File: src/rtl/video_sync_tracker.sv
// video_sync_tracker: recovers scan position from an active-low hsync/vsync pair.
// Measures line length and frame height over one full frame, locks when the frame
// is consistent, then regenerates h_pos/v_pos one cycle behind the source and flags
// any departure from the locked geometry with a single-cycle sync_error pulse.
module video_sync_tracker #(
  parameter int unsigned HCOUNT_WIDTH = 10,
  parameter int unsigned VCOUNT_WIDTH = 10,
  parameter int unsigned H_MIN        = 16,
  parameter int unsigned V_MIN        = 4
) (
  input  logic                    clk,
  input  logic                    _reset,
  input  logic                    hsync,
  input  logic                    vsync,
  output logic [HCOUNT_WIDTH-1:0] h_pos,
  output logic [VCOUNT_WIDTH-1:0] v_pos,
  output logic                    locked,
  output logic [HCOUNT_WIDTH-1:0] h_max,
  output logic [VCOUNT_WIDTH-1:0] v_max,
  output logic                    sync_error
);

  localparam logic [HCOUNT_WIDTH-1:0] HMin = HCOUNT_WIDTH'(H_MIN);
  localparam logic [VCOUNT_WIDTH-1:0] VMin = VCOUNT_WIDTH'(V_MIN);

  typedef enum logic [1:0] {
    StSearch,
    StMeasure,
    StLocked
  } state_e;

  state_e                  state_q, state_d;
  logic                    hs_q, vs_q;
  logic [HCOUNT_WIDTH-1:0] h_pos_q, h_pos_d;
  logic [VCOUNT_WIDTH-1:0] v_pos_q, v_pos_d;
  logic [HCOUNT_WIDTH-1:0] h_meas_q, h_meas_d;
  logic                    meas_valid_q, meas_valid_d;
  logic                    mismatch_q, mismatch_d;
  logic [HCOUNT_WIDTH-1:0] h_max_q, h_max_d;
  logic [VCOUNT_WIDTH-1:0] v_max_q, v_max_d;
  logic                    sync_error_q, sync_error_d;

  // Edge detection and derived events, all combinational on the live inputs.
  logic                    hs_fall, vs_fall, frame_ev, vs_only;
  logic                    h_sat, v_sat, h_overrun;
  logic                    line_bad, frame_ok, lock_err;
  logic [HCOUNT_WIDTH-1:0] frame_h;

  assign hs_fall  = ~hsync & hs_q;
  assign vs_fall  = ~vsync & vs_q;
  assign frame_ev = hs_fall & vs_fall;
  // A vsync edge not aligned with an hsync edge is a framing violation.
  assign vs_only  = vs_fall & ~hs_fall;
  assign h_sat    = &h_pos_q;
  assign v_sat    = &v_pos_q;
  // Saturation only counts when no hsync edge clears the counter this cycle.
  assign h_overrun = h_sat & ~hs_fall;

  // Length of the line ending now disagrees with the first measured line.
  assign line_bad = meas_valid_q & (h_pos_q != h_meas_q);
  // Line length for this frame; if nothing was stored yet, the ending line is it.
  assign frame_h  = meas_valid_q ? h_meas_q : h_pos_q;
  assign frame_ok = ~mismatch_q & ~line_bad & (frame_h >= HMin) & (v_pos_q >= VMin);

  // Any departure from the locked geometry; the second term catches a missing hsync
  // on the cycle the counter would step past h_max.
  assign lock_err = (hs_fall & (h_pos_q != h_max_q))
                  | (~hs_fall & (h_pos_q == h_max_q))
                  | (frame_ev & (v_pos_q != v_max_q))
                  | (hs_fall & ~vs_fall & (v_pos_q == v_max_q))
                  | vs_only;

  // Sync edge history; reset high so a low level at release reads as an edge.
  always_ff @(posedge clk or negedge _reset) begin
    if (!_reset) begin
      hs_q <= 1'b1;
      vs_q <= 1'b1;
    end else begin
      hs_q <= hsync;
      vs_q <= vsync;
    end
  end

  // Scan position counters run in every state and saturate instead of wrapping.
  always_comb begin
    h_pos_d = h_pos_q;
    v_pos_d = v_pos_q;
    if (hs_fall) begin
      h_pos_d = '0;
    end else if (!h_sat) begin
      h_pos_d = h_pos_q + HCOUNT_WIDTH'(1);
    end
    if (frame_ev) begin
      v_pos_d = '0;
    end else if (hs_fall && !v_sat) begin
      v_pos_d = v_pos_q + VCOUNT_WIDTH'(1);
    end
  end

  // Position counter registers.
  always_ff @(posedge clk or negedge _reset) begin
    if (!_reset) begin
      h_pos_q <= '0;
      v_pos_q <= '0;
    end else begin
      h_pos_q <= h_pos_d;
      v_pos_q <= v_pos_d;
    end
  end

  // Lock FSM next-state: search for a frame start, measure one frame, then track.
  always_comb begin
    state_d      = state_q;
    h_meas_d     = h_meas_q;
    meas_valid_d = meas_valid_q;
    mismatch_d   = mismatch_q;
    h_max_d      = h_max_q;
    v_max_d      = v_max_q;
    sync_error_d = 1'b0;

    unique case (state_q)
      StSearch: begin
        if (frame_ev) begin
          state_d      = StMeasure;
          meas_valid_d = 1'b0;
          mismatch_d   = 1'b0;
        end
      end

      StMeasure: begin
        if (vs_only || h_overrun) begin
          state_d = StSearch;
        end else if (frame_ev) begin
          if (frame_ok) begin
            h_max_d = frame_h;
            v_max_d = v_pos_q;
            state_d = StLocked;
          end else begin
            // Bad frame: this event becomes the start of the next measurement.
            meas_valid_d = 1'b0;
            mismatch_d   = 1'b0;
          end
        end else if (hs_fall) begin
          if (!meas_valid_q) begin
            h_meas_d     = h_pos_q;
            meas_valid_d = 1'b1;
          end else if (line_bad) begin
            mismatch_d = 1'b1;
          end
        end
      end

      StLocked: begin
        if (lock_err) begin
          state_d      = StSearch;
          sync_error_d = 1'b1;
        end
      end

      default: begin
        state_d = StSearch;
      end
    endcase
  end

  // Lock FSM state, measurement scratch and locked geometry registers.
  always_ff @(posedge clk or negedge _reset) begin
    if (!_reset) begin
      state_q      <= StSearch;
      h_meas_q     <= '0;
      meas_valid_q <= 1'b0;
      mismatch_q   <= 1'b0;
      h_max_q      <= '0;
      v_max_q      <= '0;
      sync_error_q <= 1'b0;
    end else begin
      state_q      <= state_d;
      h_meas_q     <= h_meas_d;
      meas_valid_q <= meas_valid_d;
      mismatch_q   <= mismatch_d;
      h_max_q      <= h_max_d;
      v_max_q      <= v_max_d;
      sync_error_q <= sync_error_d;
    end
  end

  assign h_pos      = h_pos_q;
  assign v_pos      = v_pos_q;
  assign locked     = (state_q == StLocked);
  assign h_max      = h_max_q;
  assign v_max      = v_max_q;
  assign sync_error = sync_error_q;

endmodule
File: config.mk
export PLATFORM = sky130hd
export DESIGN_NAME = video_sync_tracker
export DESIGN_NICKNAME = d
export VERILOG_FILES = /design/src/rtl/video_sync_tracker.sv
export SDC_FILE = /design/constraint.sdc
export NUM_CORES = 1
export LEC_CHECK = 0
export ABC_AREA = 1
export BUFFER_PORTS_ARGS = -buffer_cell sky130_fd_sc_hd__clkbuf_2
export CORE_MARGIN = 2
export CORE_UTILIZATION = 50
export DETAILED_ROUTE_END_ITERATION = 7
export GPL_TIMING_DRIVEN = 1
export HOLD_SLACK_MARGIN = 0.05
export PLACE_DENSITY = 0.73
export SLEW_MARGIN = 5
export SYNTH_ARGS = -nofsm -noshare
export SYNTH_HDL_FRONTEND = slang
export SYNTH_SLANG_ARGS = --single-unit
export TNS_END_PERCENT = 1
File: constraint.sdc
create_clock -name clk -period 3.5 [get_ports clk]
set_input_delay 0.35 -clock clk [delete_from_list [all_inputs] [get_ports clk]]
set_output_delay 0.35 -clock clk [all_outputs]
set_load 0.03 [all_outputs]
# After elaboration in Yosys (flattened, before gate mapping)
# Cells that the tools add are included.
# Widths: inputs -> output; s select.
[op_classes]
n_bitwise = 26
n_reduce_logical = 13
addsub = 2
n_eq_ne = 17
mux = 25
magnitude_cmp = 2
[op_table]
columns = ["cell", "n"]
rows = [
  ["$mux 10", 5],
  ["$ne 10x10->1", 3],
  ["$add 10x1->10 const B", 2],
  ["$eq 10x10->1", 2],
  ["$reduce_and 10->1", 2],
  ["$ne 3x3->1 const B", 6],
  ["$and 1x1->1", 14],
  ["$mux 1", 12],
  ["$reduce_and 4->1", 3],
  ["$ge 10x3->1 const B", 1],
  ["$ge 10x5->1 const B", 1],
  ["$mux 2", 5],
  ["$not 1->1", 8],
  ["$reduce_and 7->1", 1],
  ["$ne 2x2->1 const B", 3],
  ["$pmux 2 s3", 1],
  ["$reduce_and 5->1", 1],
  ["$or 1x1->1", 4],
  ["$pmux 1 s2", 2],
  ["$reduce_bool 2->1", 2],
  ["$eq 2x1->1 const B", 1],
  ["$eq 2x2->1 const B", 1],
  ["$logic_not 2->1", 1],
  ["$ne 2x1->1 const B", 1],
  ["3 further kinds", 3],
]
[word_totals]
in_bits = 4
regBits = 57
word_cells = 96

# Logic depth before layout (Yosys ltp)
# Gate-level depths: netlist (run 1).
[depth]
ltp_word = 10
ltp_mapped = 13
ltp_nobuf = 13

# Least setup slack after synthesis (run 1)
# Ideal clock, no wire load.
[synth_path]
path_type = "reg2reg"
startpoint = "register h_pos_q[1], in the netlist h_pos[1]"
endpoint = "register h_pos_q[5], in the netlist h_pos[5]"
period_less_slack_ps = 1850
path_stages_with_launch = 11
arrival_time_ps = 1706
path_slack_ps = 1650
cell_sequence = "dfrtp_1 > ha_1 > nand2_1 > inv_1 > nand2_1 > nor3_2 > nand2_1 > nor2_2 > nor3_1 > o21ai_0 > a21oi_1"
[synth_via]
elab_chain_len = 3
[synth_lines]
columns = ["item", "line", "rtl"]
rows = [
  ["from (decl)", "34", "logic [HCOUNT_WIDTH-1:0] h_pos_q, h_pos_d;"],
  ["from (signal assigned)", "106", "h_pos_q <= h_pos_d;"],
  ["$add 10x1->10", "91", "h_pos_d = h_pos_q + HCOUNT_WIDTH'(1);"],
  ["$mux 10", "90", "end else if (!h_sat) begin"],
  ["$mux 10", "88", "if (hs_fall) begin"],
]
# Parallel ways exist; a longest one is shown, timed or not. The select of a mux whose other input is x is not followed.
# A chain may end at the register's enable or synchronous reset.

# Worst setup path after layout (run 1)
[layout_path]
startpoint = "register vs_q"
endpoint = "register mismatch_q"
[layout_via]
elab_chain_len = 5
[layout_lines]
columns = ["item", "line", "rtl"]
rows = [
  ["from (decl)", "33", "logic hs_q, vs_q;"],
  ["from (signal assigned)", "80", "vs_q <= vsync;"],
  ["$and 1x1->1 *", "50", "assign vs_fall = ~vsync & vs_q;"],
  ["$and 1x1->1 (on tied branches)", "53, 51", ""],
  ["$logic_or 1x1->1 / $mux 1 (equally long branches)", "131, 133", ""],
  ["$ne 2x2->1 (no source line) / $mux 1 (equally long branches)", "--", ""],
  ["$reduce_and 7->1 (no source line) / $pmux 1 s2 (equally long branches)", "--", ""],
  ["to (signal assigned)", "180", "mismatch_q <= mismatch_d;"],
  ["to (decl)", "38", "logic mismatch_q, mismatch_d;"],
]
# Every way passes the cells marked *; elsewhere a longest branch is shown, timed or not. The select of a mux whose other input is x is not followed.

==> reports/results.txt, run 1 <==
Startpoint Class: register
Worst-path clk slew: 0.07 ns
number of global-route vias before repair: 2634
Worst Path Required: 3.74 ns
initial antenna violation count: 0
# fillers: 608
Die Area: 0.00733 mm^2
input/output buffers: 45
Final Critical Period: 2.40 ns
Mapped Cells: 449
largest family of logic cells by synthesized area: simple AND/OR/NAND/NOR gates
Cell Area, Synth: 0.00333 mm^2
starting density of the core: 0.522
Peak Freq: 416 MHz
Global Route Usage Sum: 0.229
Setup violations, final: 0
CTS root buffer: clkbuf_8
Hold Crit Class: in2reg
final setup TNS: 0 ns
Ant. Diodes: 0
leakage power: 0.00193 uW
proportion of synthesized area in mux cells: 0
WS Path Type: reg2reg
clock skew: 0.00895 ns
DR WL/cell: 13.6 um
Total Wirelength: 7830 um
RSZ-0062 raised after global routing: false
Adder-Cell Fraction of Synth Area: 0.0113
Final ANT Viol Nets: 0
row cnt: 29
Clock Sink Count: 57
nets: 502
Clock Tree Buf Depth: 2
Peak VDD IR: 0.339 mV
routed via count: 3014
commonest non-fill, non-tap cells in the layout: 145 x nand2_1, 61 x inv_1, 55 x dfrtp_1, 45 x clkbuf_2
Skew-Pair Late Insertion Delay: 0.34 ns
max_cap viols: 0
post-CTS sizing: 0
CTS H-tree depth: 3
Die Span Y: 85.6 um
CTS tree: built
DR pass1 iterations: 4
xor-xnor portion of the synthesized cell area: 0.0263
DR DRC count: 0
largest net degree at the start of global routing: 44
GRT overflow: 0
hold slack: 0.113 ns
final slew viol count: 0
top-level I/O count: 46
period utilization: 0.687
P per Cell Area: 653 mW/mm^2
routed vias/inst: 5.22
critical path fanouts, max: 43
Worst Setup End Kind: register
Setup Fix Bufs, Post-CTS: 0
Synth Area in Compound Gates: 0.139
YS warnings: 0
net count after synthesis: 456
final hold vios: 0
synthesized area per cell: 7.42 um^2
DR iter-0 viols: 172
worst slew pin tran: 0.914 ns
Synth cell types: 40
GPL Wtd Cong: 0.930
Layout area overhead: 13.0%
Slew headroom: 0.390
simple-gate share of the synthesized area: 0.296
commonest non-fill, non-tap cell in the layout: nand2_1
layout cells sized above 1: 0.188
worst path arrival time: 2.65 ns
hold_buf cts: 0
sequential cell area fraction in the yosys report: 0.429
Die W: 85.6 um
Seq cells post-synth: 57
status: complete, no violations
first-pass GRT wire length: 13000 um
Core Area: 0.00639 mm^2
placed wire-length estimate: 5510 um
Num CTS Buffers: 9
power by group:
part	leakage, uW	switching, uW	internal (uW)
Sequential	0.000745	191	805
Clock	0.0000992	267	312
Combinational	0.00109	599	283
Total	0.00193	1060	1400
per-layer routing:
metal / vias up / wire [um] / global-route usage
li1: 1512 / - / -
met4: 0 / 157 / 0.107
met5: - / 0 / 0
met1: 1404 / 3880 / 0.336
met2: 83 / 3380 / 0.330
met3: 15 / 408 / 0.0423
final timing paths:
path | start | endpoint | slack, ns | depth (start not counted)
max | vs_q$_DFF_PN1_ | mismatch_q$_DFFE_PN0P_ | 1.10 | 12
min | vsync | vs_q$_DFF_PN1_ | 0.11 | 1
max reg2reg | vs_q$_DFF_PN1_ | mismatch_q$_DFFE_PN0P_ | 1.10 | 12
min reg2reg | h_meas_q[5]$_DFFE_PN0P_ | h_meas_q[5]$_DFFE_PN0P_ | 0.53 | 2
max in group asynchronous | _reset | hs_q$_DFF_PN1_ | 2.46 | 2
min in group asynchronous | _reset | h_max[3]$_DFFE_PN0P_ | 0.13 | 1
flip-flops by register name, indices dropped and copies added (netlist names):
signal and cells:
h_max 10, h_meas_q 10, h_pos 10, v_max 10, v_pos 10, state_q 2, hs_q 1, meas_valid_q 1
mismatch_q 1, sync_error 1, vs_q 1
stage by stage:
stage / power [uW] / setup slack, ns / instance area, um^2 / instances / util
5_1_grt: 2630 / 0.903 / 3760 / 577 / 0.589
2_1_floorplan: 1640 / 1.65 / 3330 / 449 / -
4_1_cts: 2470 / 1.08 / 3760 / 577 / 0.589
6_report: 2460 / 1.10 / 3760 / 577 / 0.589
3_5_place_dp: 1880 / 1.08 / 3580 / 561 / 0.561
3_3_place_gp: 1860 / 1.13 / 3580 / 561 / 0.561
cells by family (layout without fill, tap and decap cells):
| family | Yosys count | count (layout) |
|---|---|---|
| simple gates | 227 | 227 |
| compound gates | 76 | 76 |
| buf+inv | 76 | 127 |
| flops | 57 | 57 |
| xor+xnor | 10 | 10 |
| fa+ha+maj | 3 | 3 |
critical path: stages (launching register included):
cell     delay [ns]
dfstp_2        0.52
inv_1          0.03
or2_0          0.42
nor2_8         0.24
nand2_2        0.07
a21oi_2        0.09
nand2_1        0.07
inv_2          0.07
nand3_4        0.43
nand3_1        0.21
nand2_1        0.06
nand2_1        0.05
inv_1          0.04
layout make-up:
cell class                      count  area (um^2)  area share
Tap cell                           77         96.3      0.0256
Multi-Input combinational cell    316         1570       0.418
Timing Repair Buffer               47          240      0.0638
Sequential cell                    57         1430       0.380
Clock inverter                      3         15.0     0.00399
Inverter                           64          240      0.0638
Clock buffer                       13          169      0.0449
cell usage after synthesis, drive strengths merged:
master | count | area share
xor2 | 5 | 0.013
o21a | 4 | 0.0090
nand3 | 18 | 0.031
dfstp | 2 | 0.016
dfrtp | 55 | 0.41
a21oi | 14 | 0.027
ha | 3 | 0.011
clkbuf | 1 | 0.0011
nand2 | 146 | 0.17
a31oi | 3 | 0.0056
nand4 | 7 | 0.015
inv | 64 | 0.072
a21boi | 1 | 0.0023
o31ai | 1 | 0.0023
nor4 | 1 | 0.0019
xnor2 | 5 | 0.013
buf | 11 | 0.025
nand3b | 2 | 0.0045
nor3b | 1 | 0.0023
nor2 | 38 | 0.051
a211oi | 3 | 0.0083
and2 | 2 | 0.0038
o21ai | 50 | 0.085
or2 | 3 | 0.0056
nor3 | 9 | 0.015
No activity file was read; power rests on OpenSTA's default activity.
==> inputs of run 2 (changes only) <==
--- a/config.mk
+++ b/config.mk
@@ -12,7 +12,7 @@
 export DETAILED_ROUTE_END_ITERATION = 7
 export GPL_TIMING_DRIVEN = 1
 export HOLD_SLACK_MARGIN = 0.05
-export PLACE_DENSITY = 0.73
+export PLACE_DENSITY = 0.76
 export SLEW_MARGIN = 5
 export SYNTH_ARGS = -nofsm -noshare
 export SYNTH_HDL_FRONTEND = slang
==> constraint.sdc (replaced) <==
create_clock -name clk -period 2.01 [get_ports clk]
set_input_delay 0.201 -clock clk [delete_from_list [all_inputs] [get_ports clk]]
set_output_delay 0.201 -clock clk [all_outputs]
set_load 0.03 [all_outputs]
==> run 2 against run 1 <==
Total power rose by 79%. Global-route usage rose by 0.59 points. Non-clock buffer count rose by 16. Combinational power rose by 80%. Via count rose by 0.86%. Cell count rose by 2.8%. Clock-buffer cell count did not move. Critical endpoint is now h_max[1]$_DFFE_PN0P_. Highest routed layer unchanged.
==> reports/results.txt, run 2 (same netlist as run 1, synthesis figures left out) <==
status: complete, no violations
placed wire-length estimate: 5830 um (+5.7%)
layout cells sized above 1: 0.211 (+0.0232)
DR pass1 iterations: 4 (unchanged)
period utilization: 0.911 (+0.224)
GRT overflow: 0 (unchanged)
Final Critical Period: 1.83 ns (-0.573 ns)
Seq pwr share: 0.392 (-0.014)
Reg area: 0.00143 mm^2 (+0.17%)
first-pass GRT wire length: 13600 um (+3.9%)
Setup violations, final: 0 (unchanged)
Layout area overhead: 18.0%
Clock Sink Count: 57 (unchanged)
P per Cell Area: 1120 mW/mm^2 (+72%)
Global Route Usage Sum: 0.235 (+0.00592)
Comb power frac: 0.361 (+0.002)
# fillers: 546 (-10%)
Die W: 85.6 um (unchanged)
worst slew pin tran: 0.409 ns (-0.506 ns)
switching fraction of total power: 0.415 (-0.0152)
WS Path Type: reg2reg
DR WL/cell: 13.0 um (-4.1%)
row cnt: 29 (unchanged)
Skew-Pair Late Insertion Delay: 0.34 ns (about the same)
Total Wirelength: 7720 um (-1.5%)
CP max stage delay: 0.51 ns (about the same)
Final ANT Viol Nets: 0 (unchanged)
FF-to-FF End: h_max[1]$_DFFE_PN0P_
number of global-route vias before repair: 2852 (+8.3%)
total power: 4400 uW (+79%)
routed via count: 3040 (+0.86%)
Worst Path Required: 2.23 ns (-1.51 ns)
nets: 518 (+3.2%)
Hold Crit Class: in2async
Core Area: 0.00639 mm^2 (unchanged)
clock skew: 0.00661 ns (-0.00234 ns)
DR iter-0 viols: 172 (unchanged)
final slew viol count: 0 (unchanged)
CTS H-tree depth: 3 (unchanged)
crit-path cells: inv_1 -> or2_1 -> nor2_8 -> nand2_2 -> a21oi_2 -> nand2_1 -> inv_2 -> nand3_4 -> buf_6 -> nor2_2 -> a21oi_2
commonest non-fill, non-tap cell in the layout: nand2_1
Startpoint Class: register
Worst-path clk slew: 0.07 ns (about the same)
input/output buffers: 45 (unchanged)
NetSw: 1830 uW (+73%)
Worst path slowest cell: dfstp_2
leakage power: 0.00203 uW (+5.0%)
CP endpoint: h_max[1]$_DFFE_PN0P_
final hold vios: 0 (unchanged)
reg2reg setup slack: 0.18 ns (-0.92 ns)
area of the multi-input gates: 0.00159 mm^2 (+0.87%)
GPL Wtd Cong: 0.884 (-4.9%)
Clock Tree Buf Depth: 2 (unchanged)
starting density of the core: 0.522 (unchanged)
Peak VDD IR: 0.625 mV (+84%)
Die Span Y: 85.6 um (unchanged)
Peak Freq: 546 MHz (+31%)
routed vias/inst: 5.13 (-1.9%)
worst path arrival time: 2.05 ns (-0.60 ns)
largest net degree at the start of global routing: 30 (-32%)
Num CTS Buffers: 9 (unchanged)
post-route insts no fill: 593 (+2.8%)
Critical Path Source: vs_q$_DFF_PN1_
DR DRC count: 0 (unchanged)
most numerous cell on the critical path: a21oi_2
Pint: 2580 uW (+84%)
CTS tree: built
CTS root buffer: clkbuf_8
clock power share: 0.247 (+0.011)
critical path fanouts, max: 20 (-53%)
top-level I/O count: 46 (unchanged)
dpl cells: 574 (+2.3%)
RR Startpoint: vs_q$_DFF_PN1_
Reg2Reg Depth: 11 (-1)
initial antenna violation count: 0 (unchanged)
Die Area: 0.00733 mm^2 (unchanged)
max_cap viols: 0 (unchanged)
Ant. Diodes: 0 (unchanged)
Slew headroom: 0.726 (+0.336)
commonest non-fill, non-tap cells in the layout: 144 x nand2_1, 61 x inv_1, 53 x dfrtp_1, 45 x clkbuf_2
Worst Setup End Kind: register
run 2: cell count changes in the layout (fill, tap and decap cells not counted), sizes merged:
cell	change
buf	+13
bufinv	+1
clkinv	-1
dlygate4sd3	+3
run 2: layout make-up:
type	count	share of cell area
Timing Repair Buffer	63	0.0955
Inverter	64	0.0611
Tap cell	77	0.0245
Multi-Input combinational cell	316	0.404
Clock inverter	3	0.0102
Sequential cell	57	0.364
Clock buffer	13	0.0404
run 2: per-layer routing:
layer | global-route usage | share of wire | wire length (um)
met1 | 0.337 | 0.48 | 3700
met2 | 0.349 | 0.45 | 3450
met3 | 0.0616 | 0.055 | 424
met4 | 0.0765 | 0.018 | 140
met5 | 0 | 0 | 0
run 2: worst min-delay path by stage:
stage / slack [ns] / startpoint / depth (start not counted) / endpoint
floorplan: -0.09 / _reset / 0 / h_max[0]$_DFFE_PN0P_
global placement: 0.25 / _reset / 2 / h_pos[1]$_DFFE_PN0N_
detailed placement: 0.25 / _reset / 2 / h_max[3]$_DFFE_PN0P_
CTS: 0.42 / _reset / 3 / h_max[3]$_DFFE_PN0P_
global route: 0.44 / _reset / 3 / h_pos[1]$_DFFE_PN0N_
finish: 0.42 / _reset / 3 / h_max[3]$_DFFE_PN0P_
run 2: worst max-delay path: cells and delay by family, from the launching register on:
family / cells / cell delay [ns]
buffers and inverters: 3 / 0.30
and+or+nand+nor: 6 / 0.74
DFF: 1 / 0.51
AOI/OAI and AO/OA: 2 / 0.16
run 2: timing repair:
action	CTS	global route
setup endpoints to repair	0	28
buffers inserted	0	0
resized for setup	0	8
endpoints found under the hold margin	57	0
hold buffers	3	0
run 2: power groups by stage:
stage               logic [uW]  clock network [uW]  registers [uW]
floorplan                  950                   0            1900
global placement          1560                   0            1720
detailed placement        1580                   0            1740
CTS                       1600                1110            1720
global route              1800                1170            1770
finish                    1590                1090            1730
run 2: stage by stage:
stage               setup slack (ns)  hold WS (ns)   TNS (ns)  instance area [um^2]  utilization
floorplan                      0.160       -0.0946          0                  3330            -
global placement               0.108         0.246          0                  3680        0.576
detailed placement            0.0558         0.246          0                  3680        0.576
CTS                           0.0396         0.415          0                  3910        0.612
global route               -0.000835         0.443  -0.000835                  3930        0.615
finish                         0.179         0.419          0                  3930        0.615
